**config.mk**
```make
export PLATFORM = sky130hd
export DESIGN_NAME = ht_res_collector
export DESIGN_NICKNAME = d
export VERILOG_FILES = /design/src/rtl/ht_res_collector.sv
export SDC_FILE = /design/constraint.sdc
export NUM_CORES = 1
export LEC_CHECK = 0
export BUFFER_PORTS_ARGS = -buffer_cell sky130_fd_sc_hd__buf_2
export CORE_UTILIZATION = 55
export DETAILED_ROUTE_END_ITERATION = 16
export PLACE_DENSITY = 0.73
export SYNTH_ARGS = -nofsm -noshare
export SYNTH_HDL_FRONTEND = slang
export SYNTH_SLANG_ARGS = --single-unit
```
**constraint.sdc**
```tcl
create_clock -name clk_i -period 5.7 [get_ports clk_i]
set_clock_uncertainty 0.15 [all_clocks]
set_input_delay 0.285 -clock clk_i [delete_from_list [all_inputs] [get_ports clk_i]]
set_output_delay 0.285 -clock clk_i [all_outputs]
set_load 0.05 [all_outputs]
```
**src/rtl/ht_res_collector.sv**
```systemverilog
// Result-side consumer for the hash table: buffers results in a FIFO, forwards them
// downstream, counts results per rescode and tracks outstanding commands.
module ht_res_collector #(
  parameter int KEY_WIDTH   = 32,
  parameter int VALUE_WIDTH = 16,
  parameter int FIFO_DEPTH  = 8,
  parameter int CNT_WIDTH   = 32,
  parameter int OUTST_WIDTH = 8
) (
  input  logic                   clk_i,
  input  logic                   rst_i,
  input  logic                   cmd_fire_i,
  input  logic                   res_valid_i,
  output logic                   res_ready_o,
  input  logic [1:0]             res_opcode_i,
  input  logic [KEY_WIDTH-1:0]   res_key_i,
  input  logic [VALUE_WIDTH-1:0] res_value_i,
  input  logic [2:0]             res_rescode_i,
  output logic                   out_valid_o,
  input  logic                   out_ready_i,
  output logic [1:0]             out_opcode_o,
  output logic [KEY_WIDTH-1:0]   out_key_o,
  output logic [VALUE_WIDTH-1:0] out_value_o,
  output logic [2:0]             out_rescode_o,
  input  logic [2:0]             stat_sel_i,
  output logic [CNT_WIDTH-1:0]   stat_cnt_o,
  input  logic                   stat_clr_i,
  output logic [OUTST_WIDTH-1:0] outstanding_o,
  output logic                   drain_done_o,
  output logic                   err_unexp_o,
  output logic                   err_outst_ovf_o
);

  localparam int PTR_W = $clog2(FIFO_DEPTH);
  localparam logic [PTR_W:0]   FULL_OCC = (PTR_W + 1)'(FIFO_DEPTH);
  localparam logic [PTR_W:0]   OCC_ONE  = (PTR_W + 1)'(1);
  localparam logic [PTR_W-1:0] PTR_ONE  = PTR_W'(1);

  logic [1:0]             mem_opcode  [FIFO_DEPTH];
  logic [KEY_WIDTH-1:0]   mem_key     [FIFO_DEPTH];
  logic [VALUE_WIDTH-1:0] mem_value   [FIFO_DEPTH];
  logic [2:0]             mem_rescode [FIFO_DEPTH];
  logic [PTR_W-1:0]       wr_ptr, rd_ptr;
  logic [PTR_W:0]         occ;
  logic                   push, pop;
  logic [CNT_WIDTH-1:0]   stat_cnt [8];
  logic [OUTST_WIDTH-1:0] outstanding;

  assign res_ready_o = (occ != FULL_OCC);
  assign out_valid_o = (occ != '0);
  assign push        = res_valid_i && res_ready_o;
  assign pop         = out_valid_o && out_ready_i;

  assign out_opcode_o  = mem_opcode[rd_ptr];
  assign out_key_o     = mem_key[rd_ptr];
  assign out_value_o   = mem_value[rd_ptr];
  assign out_rescode_o = mem_rescode[rd_ptr];

  always_ff @(posedge clk_i) begin
    if (rst_i) begin
      wr_ptr <= '0;
      rd_ptr <= '0;
      occ    <= '0;
      for (int i = 0; i < FIFO_DEPTH; i++) begin
        mem_opcode[i]  <= '0;
        mem_key[i]     <= '0;
        mem_value[i]   <= '0;
        mem_rescode[i] <= '0;
      end
    end else begin
      if (push) begin
        mem_opcode[wr_ptr]  <= res_opcode_i;
        mem_key[wr_ptr]     <= res_key_i;
        mem_value[wr_ptr]   <= res_value_i;
        mem_rescode[wr_ptr] <= res_rescode_i;
        wr_ptr              <= wr_ptr + PTR_ONE;
      end
      if (pop) rd_ptr <= rd_ptr + PTR_ONE;
      case ({push, pop})
        2'b10:   occ <= occ + OCC_ONE;
        2'b01:   occ <= occ - OCC_ONE;
        default: occ <= occ;
      endcase
    end
  end

  // Clear has priority over a same-cycle increment; counters saturate.
  always_ff @(posedge clk_i) begin
    if (rst_i || stat_clr_i) begin
      for (int i = 0; i < 8; i++) stat_cnt[i] <= '0;
    end else if (push && (stat_cnt[res_rescode_i] != '1)) begin
      stat_cnt[res_rescode_i] <= stat_cnt[res_rescode_i] + CNT_WIDTH'(1);
    end
  end

  assign stat_cnt_o = stat_cnt[stat_sel_i];

  always_ff @(posedge clk_i) begin
    if (rst_i) begin
      outstanding     <= '0;
      err_unexp_o     <= 1'b0;
      err_outst_ovf_o <= 1'b0;
    end else begin
      case ({cmd_fire_i, push})
        2'b10: begin
          if (outstanding == '1) err_outst_ovf_o <= 1'b1;
          else                   outstanding     <= outstanding + OUTST_WIDTH'(1);
        end
        2'b01: begin
          if (outstanding == '0) err_unexp_o <= 1'b1;
          else                   outstanding <= outstanding - OUTST_WIDTH'(1);
        end
        default: outstanding <= outstanding;
      endcase
    end
  end

  assign outstanding_o = outstanding;
  assign drain_done_o  = (outstanding == '0) && (occ == '0);

endmodule

```
==> summary.json, run 1 <==
{
  "run_status": {
    "run_status": "completed"
  },
  "setup_path": {
    "cpPeakStageDelay_ps": 730,
    "cp_cell_sequence": "buf_4 -> and2b_1 -> a22o_1 -> a221oi_1 -> or3_4 -> nor4_4 -> or4_1 -> nand2_2 -> buf_4",
    "worstPathBufferInverterCount": 2,
    "slowest_stage": "sky130_fd_sc_hd__a221oi_1",
    "crit_path_max_fanout": 50,
    "critical_path_required_ps": 5800,
    "timing.critical_path.max_delay_family": "simple AND/OR/NAND/NOR gates",
    "worst-setup-path-type": "in2reg",
    "crit_top_cell": "sky130_fd_sc_hd__buf_4",
    "crit_path_start_kind": "primary input",
    "end_kind": "flop",
    "worst_ep_arrival_time_ps": 4140,
    "rrSetupSlack_ps": 1700
  },
  "power_and_ir_drop": {
    "netSwitchingPower_mw": 3.67,
    "power.share.combinational_pct": 17.9,
    "finalPower_mw": 13.1,
    "cell_internal_pwr_mw": 9.39,
    "power.density_cell_area_mw_per_mm2": 343,
    "power_frac_seq_pct": 47.2,
    "static_leakage_nw": 14.1,
    "clock_power_share_pct": 34.8,
    "max-vdd-ir-drop_mv": 0.249,
    "switching_share_pct": 28.1
  },
  "timing": {
    "setup_repair_after_global_routing_missed_its_margin": "no",
    "maxSlewHeadroom_pct": 16.0,
    "setup_tns_ps": 0,
    "final-max-slew-violation-count": 0,
    "report.final.setup_viol": 0,
    "final_min_period_over_clock_period_pct": 70.8,
    "tightest_slew_ps": 1260,
    "timing.final.hold_violations": 0,
    "achievable_freq_ghz": 0.248,
    "min_period_ps": 4040
  },
  "clock_tree": {
    "clock-root-buffer": "sky130_fd_sc_hd__clkbuf_16",
    "cts-root-to-sink-buffers": 3,
    "tritoncts_clock_tree": "yes",
    "cts.clk_slew.worst_paths_ps": 60,
    "cts.sink_count": 703,
    "cts_resized": 0,
    "worstSkewPairLatency_ps": 620,
    "tritoncts.num_buffers": 73,
    "cts_setup_buffers": 0,
    "ctsHtreeMaxLevel": 3,
    "cts.hold.buffers_added": 54
  },
  "cells_and_area": {
    "design.final.nets": 2468,
    "num_antenna_cells": 0,
    "finish.utilization_pct": 62.9,
    "layout_cell_share_with_drive_strength_beyond_1_pct": 26.5,
    "areaGrowthSynthToFinish_pct": 12.3
  },
  "floorplanning": {
    "core_area_mm2": 0.0606,
    "ioPinCount": 160,
    "total_die_area_mm2": 0.0627,
    "chipWidth_um": 250,
    "initial_util_pct": 56.0,
    "die_height_um": 250,
    "rows": 90
  },
  "place": {
    "dp.final_hpwl_mm": 47.6,
    "buffer_ports.inserted": 159,
    "finalWeightedCongestion": 0.848
  },
  "synthesis": {
    "synth-seq-area-share_pct": 61.6,
    "synth_edf_count": 680,
    "synth_nets": 2279,
    "async_reset_ff_share_pct": 0,
    "syn_inst": 2209,
    "ys.warnings.count": 0,
    "yosys_register_bits": 703,
    "synth_cell_type_count": 74,
    "postSynth.topFlopCell": "sky130_fd_sc_hd__edfxtp_1",
    "synthesis.area_per_instance_um2": 15.4,
    "synthesis.area_mm2": 0.0339
  },
  "global_routing": {
    "globalRouteOverflowTotal": 0,
    "groute.layer.met1.usage_pct": 34.3,
    "grt.total_usage_pct": 27.1,
    "grt_pass1_vias": 21000,
    "largest_net_degree_at_the_start_of_global_routing": 54,
    "wire_length_of_the_first_global_routing_pass_mm": 126,
    "busiest_layer": "met2",
    "grtUsageMet2_pct": 46.9,
    "antenna_found_initial": 1,
    "global_route.usage.met3_pct": 5.36
  },
  "detailed_routing": {
    "detailedRoute.firstIterationViolations": 1771,
    "vias": 20000,
    "detailedRoute.firstPassIterationCount": 5,
    "detail_route.vias_per_cell": 6.20,
    "drc": 0,
    "detail_route.wl_per_cell_um": 25.8,
    "wirelength_mm": 83.4,
    "detail-route-antenna-nets": 0
  },
  "flow_run": {
    "max_cap_viol_count": 0
  },
  "worst_hold_path": {
    "hold_class": "in2reg"
  }
}
final timing paths:
path	startpoint	endpoint	depth (start not counted)
max	res_rescode_i[0]	stat_cnt[0][26]	9
min	res_valid_i	wr_ptr[1]	4
max reg2reg	stat_cnt[7][0]	stat_cnt[0][26]	12
min reg2reg	wr_ptr[1]	wr_ptr[1]	2
logic make-up after synthesis:
family	after synthesis	synth area share [%]
adders and majority gates	8	0.317
xor gates and xnor gates	42	1.22
and+or+nand+nor	889	14.2
buffers and inverters	170	2.98
DFF	703	61.6
muxes	334	18.3
AOI/OAI and AO/OA	63	1.36
flip-flops by register name (all words and copies together), names as in the netlist, named ones only:
register,flops
err_outst_ovf_o,1
err_unexp_o,1
mem_key,256
mem_opcode,16
mem_rescode,24
mem_value,128
occ,4
outstanding_o,8
rd_ptr,3
stat_cnt,256
wr_ptr,3
per-layer routing:
metal  up-vias  part of all wire (%)
met2       887                    51
met3       173                   7.8
met4         2                   3.0
li1       8689                     -
met5         -                0.0096
met1     10300                    38
power by group through the flow:
stage	logic, mW	clock network [mW]	registers (mW)
after floorplan	1.78	0	6.18
after global placement	2.30	0	6.25
after detailed placement	2.32	0	6.28
after CTS	2.36	4.60	6.17
after global routing	2.48	4.78	6.20
final	2.34	4.55	6.17
area by class of cell:
type	instances	area, um2
multi-input cells	1336	12100
well taps	782	978
clock inverters	41	312
inverters	12	45.0
fillers	4377	22500
repair buffers	272	1870
clock buffers	89	1930
flip-flops and latches	703	20900
cells in the mapped netlist (all sizes together), types with 6 or more instances:
master	count	area, um2
edfxtp	680	20400
and2	418	2620
nor2	297	1130
mux4	212	4870
mux2	100	1130
clkbuf	80	302
buf	78	664
nand2	60	225
dfxtp	23	460
mux2i	22	220
xnor2	21	221
xor2	21	191
a21oi	18	90.1
nor3	17	95.1
nand3	12	75.1
nor4	12	135
inv	10	37.5
or4	10	75.1
or2	9	56.3
ha	7	87.6
a221o	6	60.1
and3	6	37.5
nand4	6	37.5
nand4b	6	52.6
nor3b	6	45.0
o22ai	6	37.5
or3	6	47.5
placed cells by master, fill, tap and decap left out, types with 8 or more instances in the layout:
cell,n
sky130_fd_sc_hd__nand3_1,9
sky130_fd_sc_hd__xnor2_1,16
sky130_fd_sc_hd__nor2_2,8
sky130_fd_sc_hd__inv_1,10
sky130_fd_sc_hd__clkbuf_16,75
sky130_fd_sc_hd__nor3_1,13
sky130_fd_sc_hd__or4_1,10
sky130_fd_sc_hd__clkbuf_1,14
sky130_fd_sc_hd__clkinv_2,13
sky130_fd_sc_hd__nor2_1,287
sky130_fd_sc_hd__buf_2,156
sky130_fd_sc_hd__nor4_1,8
sky130_fd_sc_hd__nand2_1,58
sky130_fd_sc_hd__edfxtp_1,680
sky130_fd_sc_hd__clkinv_1,22
sky130_fd_sc_hd__buf_4,55
sky130_fd_sc_hd__xor2_1,20
sky130_fd_sc_hd__a21oi_1,18
sky130_fd_sc_hd__or2_2,8
sky130_fd_sc_hd__mux2_2,98
sky130_fd_sc_hd__and2_1,417
sky130_fd_sc_hd__mux4_1,26
sky130_fd_sc_hd__dfxtp_1,20
sky130_fd_sc_hd__mux2i_1,22
sky130_fd_sc_hd__mux4_2,186
sky130_fd_sc_hd__dlygate4sd3_1,54
metrics by stage:
stage	cell area [um2]	instances	hold WS, ps	setup slack, ps
after detailed placement	35300	3051	316	1060
after CTS	38100	3235	121	1710
after global placement	35300	3051	295	1120
final	38100	3235	127	1660
after global routing	38100	3235	181	1510
after floorplan	33900	2209	297	1180
worst reg2reg max path: stages, from the launching register on:
cell                       delay [ps]
sky130_fd_sc_hd__edfxtp_1         390
sky130_fd_sc_hd__mux4_2           490
sky130_fd_sc_hd__nand2_1           80
sky130_fd_sc_hd__nand2_1           50
sky130_fd_sc_hd__buf_4            170
sky130_fd_sc_hd__ha_1             250
sky130_fd_sc_hd__and2_1           170
sky130_fd_sc_hd__nand4b_1         150
sky130_fd_sc_hd__or3_4            280
sky130_fd_sc_hd__nor4_4           110
sky130_fd_sc_hd__or4_1            480
sky130_fd_sc_hd__nand2_2          390
sky130_fd_sc_hd__buf_4            480
Note: power is estimated with default switching activity, not from simulation.
==> run 2, diff against run 1 <==
--- a/config.mk
+++ b/config.mk
@@ -8,7 +8,7 @@
 export BUFFER_PORTS_ARGS = -buffer_cell sky130_fd_sc_hd__buf_2
 export CORE_UTILIZATION = 55
 export DETAILED_ROUTE_END_ITERATION = 16
-export PLACE_DENSITY = 0.73
+export PLACE_DENSITY = 0.75
 export SYNTH_ARGS = -nofsm -noshare
 export SYNTH_HDL_FRONTEND = slang
 export SYNTH_SLANG_ARGS = --single-unit
==> constraint.sdc (replaced) <==
create_clock -name clk_i -period 3.2 [get_ports clk_i]
set_clock_uncertainty 0.15 [all_clocks]
set_input_delay 0.16 -clock clk_i [delete_from_list [all_inputs] [get_ports clk_i]]
set_output_delay 0.16 -clock clk_i [all_outputs]
set_load 0.05 [all_outputs]
==> run 2 against run 1 <==
Effect of this change:
- sequential share of layout area down 3.1 points
- clock power increased by 89%
- die area stayed put
- total power is 85% higher
- cell area rose by 6.0%
- hold slack worse by 58 ps
- critical path depth increased by 3
- clock-buffer cell count increased by 4
- via count is 4.4% higher
- combinational power is 98% higher
- setup slack worse by 1700 ps
- largest power group unchanged
==> summary.json, run 2 (synthesized netlist as in run 1, its figures left out) <==
{
  "clock_tree": {
    "ctsHtreeMaxLevel": {"value": 3, "change": "unchanged"},
    "tritoncts.num_buffers": {"value": 75, "change": "+2.7%"},
    "cts.sink_count": {"value": 703, "change": "unchanged"},
    "clock-root-buffer": "sky130_fd_sc_hd__clkbuf_16",
    "cts-root-to-sink-buffers": {"value": 3, "change": "unchanged"},
    "worstSkewPairLatency": {"value": 630, "unit": "ps", "change": "about the same"},
    "tritoncts_clock_tree": "yes",
    "cts.clk_slew.worst_paths": {"value": 60, "unit": "ps", "change": "about the same"}
  },
  "detailed_routing": {
    "detail_route.vias_per_cell": {"value": 6.15, "change": "-0.80%"},
    "wirelength": {"value": 86.7, "unit": "mm", "change": "+3.9%"},
    "detail_route.wl_per_cell": {"value": 25.4, "unit": "um", "change": "-1.3%"},
    "detailedRoute.firstPassIterationCount": {"value": 5, "change": "unchanged"},
    "drc": {"value": 0, "change": "unchanged"},
    "detailedRoute.firstIterationViolations": {"value": 1811, "change": "+2.3%"},
    "vias": {"value": 20900, "change": "+4.4%"},
    "detail-route-antenna-nets": {"value": 0, "change": "unchanged"}
  },
  "place": {
    "finalWeightedCongestion": {"value": 0.850, "change": "+0.22%"},
    "dp_slack": {"value": -386, "unit": "ps", "change": "-1450 ps"},
    "dp.final_hpwl": {"value": 52.3, "unit": "mm", "change": "+9.9%"},
    "buffer_ports.inserted": {"value": 159, "change": "unchanged"}
  },
  "timing": {
    "timing.final.hold_violations": {"value": 0, "change": "unchanged"},
    "setup_tns": {"value": 0, "unit": "ps", "change": "unchanged"},
    "final_critical_path_setup_slack": {"value": 13.2, "unit": "ps", "change": "-1650 ps"},
    "tightest_slew": {"value": 1030, "unit": "ps", "change": "-226 ps"},
    "maxSlewHeadroom": {"value": 31.1, "unit": "%", "change": "+15 points"},
    "setup_repair_after_global_routing_missed_its_margin": "yes",
    "min_period_ps": 3190,
    "final_min_period_over_clock_period_pct": 99.6,
    "final-max-slew-violation-count": {"value": 0, "change": "unchanged"},
    "report.final.setup_viol": {"value": 0, "change": "unchanged"},
    "achievable_freq_ghz": 0.314
  },
  "setup_path": {
    "slowest_stage": "sky130_fd_sc_hd__mux4_2",
    "end_kind": "flop",
    "cp_cell_sequence": "mux4_2 -> nand2_2 -> nand2_4 -> ha_4 -> and2_4 -> nand4b_1 -> or3_4 -> nor4_4 -> or4_4 -> buf_6 -> nand2_8 -> clkbuf_16",
    "crit_path_start": "stat_cnt[3][0]",
    "worst_ep_arrival_time": {"value": 3370, "unit": "ps", "change": "-770 ps"},
    "crit_path_start_kind": "flop",
    "rrSetupSlack": {"value": 10, "unit": "ps", "change": "-1690 ps"},
    "worstPathBufferInverterCount": {"value": 2, "change": "unchanged"},
    "crit_path_max_fanout": {"value": 8, "change": "-84%"},
    "worst-r2r-cell-count": {"value": 12, "change": "unchanged"},
    "cp_num_cells": {"value": 12, "change": "+3"},
    "r2r_end": "stat_cnt[0][30]",
    "worst-setup-path-type": "reg2reg",
    "critical_path_required": {"value": 3380, "unit": "ps", "change": "-2420 ps"},
    "crit_end": "stat_cnt[0][30]",
    "rr_startpoint": "stat_cnt[3][0]",
    "timing.critical_path.max_delay_family": "simple AND/OR/NAND/NOR gates",
    "cpPeakStageDelay": {"value": 540, "unit": "ps", "change": "-190 ps"}
  },
  "floorplanning": {
    "die_height": {"value": 250, "unit": "um", "change": "unchanged"},
    "total_die_area": {"value": 0.0627, "unit": "mm2", "change": "unchanged"},
    "ioPinCount": {"value": 160, "change": "unchanged"},
    "initial_util": {"value": 56.0, "unit": "%", "change": "unchanged"},
    "core_area": {"value": 0.0606, "unit": "mm2", "change": "unchanged"},
    "chipWidth": {"value": 250, "unit": "um", "change": "unchanged"},
    "rows": {"value": 90, "change": "unchanged"}
  },
  "global_routing": {
    "grt.total_usage": {"value": 27.8, "unit": "%", "change": "+0.76 points"},
    "globalRouteOverflowTotal": {"value": 0, "change": "unchanged"},
    "antenna_found_initial": {"value": 4, "change": "+3"},
    "wire_length_of_the_first_global_routing_pass": {"value": 130, "unit": "mm", "change": "+3.1%"},
    "grt_pass1_vias": {"value": 21700, "change": "+3.1%"},
    "largest_net_degree_at_the_start_of_global_routing": {"value": 56, "change": "+3.7%"}
  },
  "cells_and_area": {
    "layout_cell_share_with_drive_strength_beyond_1": {"value": 32.3, "unit": "%", "change": "+5.7 points"},
    "most_frequent_standard_cell_in_the_layout_excluding_fill_and_tap_cells": "sky130_fd_sc_hd__edfxtp_1",
    "areaGrowthSynthToFinish_pct": 19.0,
    "most_frequent_cells_in_the_layout": "680 x sky130_fd_sc_hd__edfxtp_1, 416 x sky130_fd_sc_hd__and2_1, 286 x sky130_fd_sc_hd__nor2_1, 186 x sky130_fd_sc_hd__mux4_2, 160 x sky130_fd_sc_hd__buf_4",
    "design.final.nets": {"value": 2628, "change": "+6.5%"},
    "reg.largest.list": "mem_key (256), stat_cnt (256), mem_value (128)"
  },
  "power_and_ir_drop": {
    "power.density_cell_area": {"value": 598, "unit": "mW/mm2", "change": "+75%"},
    "static_leakage": {"value": 15.3, "unit": "nW", "change": "+8.3%"},
    "max-vdd-ir-drop": {"value": 0.563, "unit": "mV", "change": "+130%"}
  },
  "run_status": {
    "run_status": "completed"
  },
  "flow_run": {
    "max_cap_viol_count": {"value": 0, "change": "unchanged"}
  },
  "worst_hold_path": {
    "hold_class": "in2reg"
  }
}
run 2: power breakdown:
| part | leakage [nW] | internal [mW] | switching [mW] |
|---|---|---|---|
| logic | 6.65 | 1.82 | 2.82 |
| registers | 7.44 | 10.6 | 0.291 |
| clock network | 1.19 | 5.00 | 3.59 |
| total | 15.3 | 17.4 | 6.70 |
run 2: cell type report:
cell class | instances | area, um2
repair buffers | 430 | 3710
multi-input cells | 1336 | 12300
inverters | 12 | 45.0
diodes | 5 | 12.5
clock buffers | 93 | 1990
well taps | 782 | 978
flip-flops and latches | 703 | 20900
clock inverters | 44 | 430
fillers | 4131 | 20200
run 2: worst reg2reg max path, stage by stage (launching register included):
cell and delay (ps):
sky130_fd_sc_hd__edfxtp_1 390, sky130_fd_sc_hd__mux4_2 540, sky130_fd_sc_hd__nand2_2 120, sky130_fd_sc_hd__nand2_4 70
sky130_fd_sc_hd__ha_4 160, sky130_fd_sc_hd__and2_4 130, sky130_fd_sc_hd__nand4b_1 120, sky130_fd_sc_hd__or3_4 170
sky130_fd_sc_hd__nor4_4 70, sky130_fd_sc_hd__or4_4 520, sky130_fd_sc_hd__buf_6 160, sky130_fd_sc_hd__nand2_8 120
sky130_fd_sc_hd__clkbuf_16 190
run 2: stage by stage:
stage / std cells / hold slack [ps] / total power [mW] / util (%) / area [um2]
5_1_grt: 3404 / 63.3 / 24.8 / 66.6 / 40400
6_report: 3405 / 69.1 / 24.2 / 66.6 / 40400
2_1_floorplan: 2209 / 172 / 14.2 / - / 34100
4_1_cts: 3393 / 47.9 / 24.2 / 66.3 / 40200
3_5_place_dp: 3200 / 311 / 15.7 / 61.4 / 37200
3_3_place_gp: 3200 / 296 / 15.5 / 61.4 / 37200
run 2: worst min-delay path by stage:
stage / cells after the start / end / slack [ps] / startpoint
floorplan: 2 / outstanding_o[7] / 170 / cmd_fire_i
global placement: 2 / err_outst_ovf_o / 300 / err_outst_ovf_o
detailed placement: 2 / err_unexp_o / 310 / err_unexp_o
CTS: 3 / mem_rescode[3][1] / 50 / res_rescode_i[1]
global route: 3 / mem_rescode[1][1] / 60 / res_rescode_i[1]
finish: 3 / mem_rescode[3][1] / 70 / res_rescode_i[1]
run 2: layer usage:
layer / share of wire, % / track usage (%) / wire [um]
met1: 38 / 35.2 / 32600
met2: 52 / 48.5 / 44700
met3: 7.1 / 4.62 / 6160
met4: 3.6 / 10.0 / 3150
met5: 0 / 0 / 0
run 2: what timing repair did:
| action | 4_1_cts | 5_1_grt |
|---|---|---|
| pin swaps | 1 | 5 |
| hold endpoints to repair | 423 | 0 |
| setup endpoints to repair | 13 | 156 |
| gates resized for setup | 1 | 10 |
| cloned | 0 | 5 |
| hold buffers | 56 | 0 |
| setup buffers | 0 | 2 |
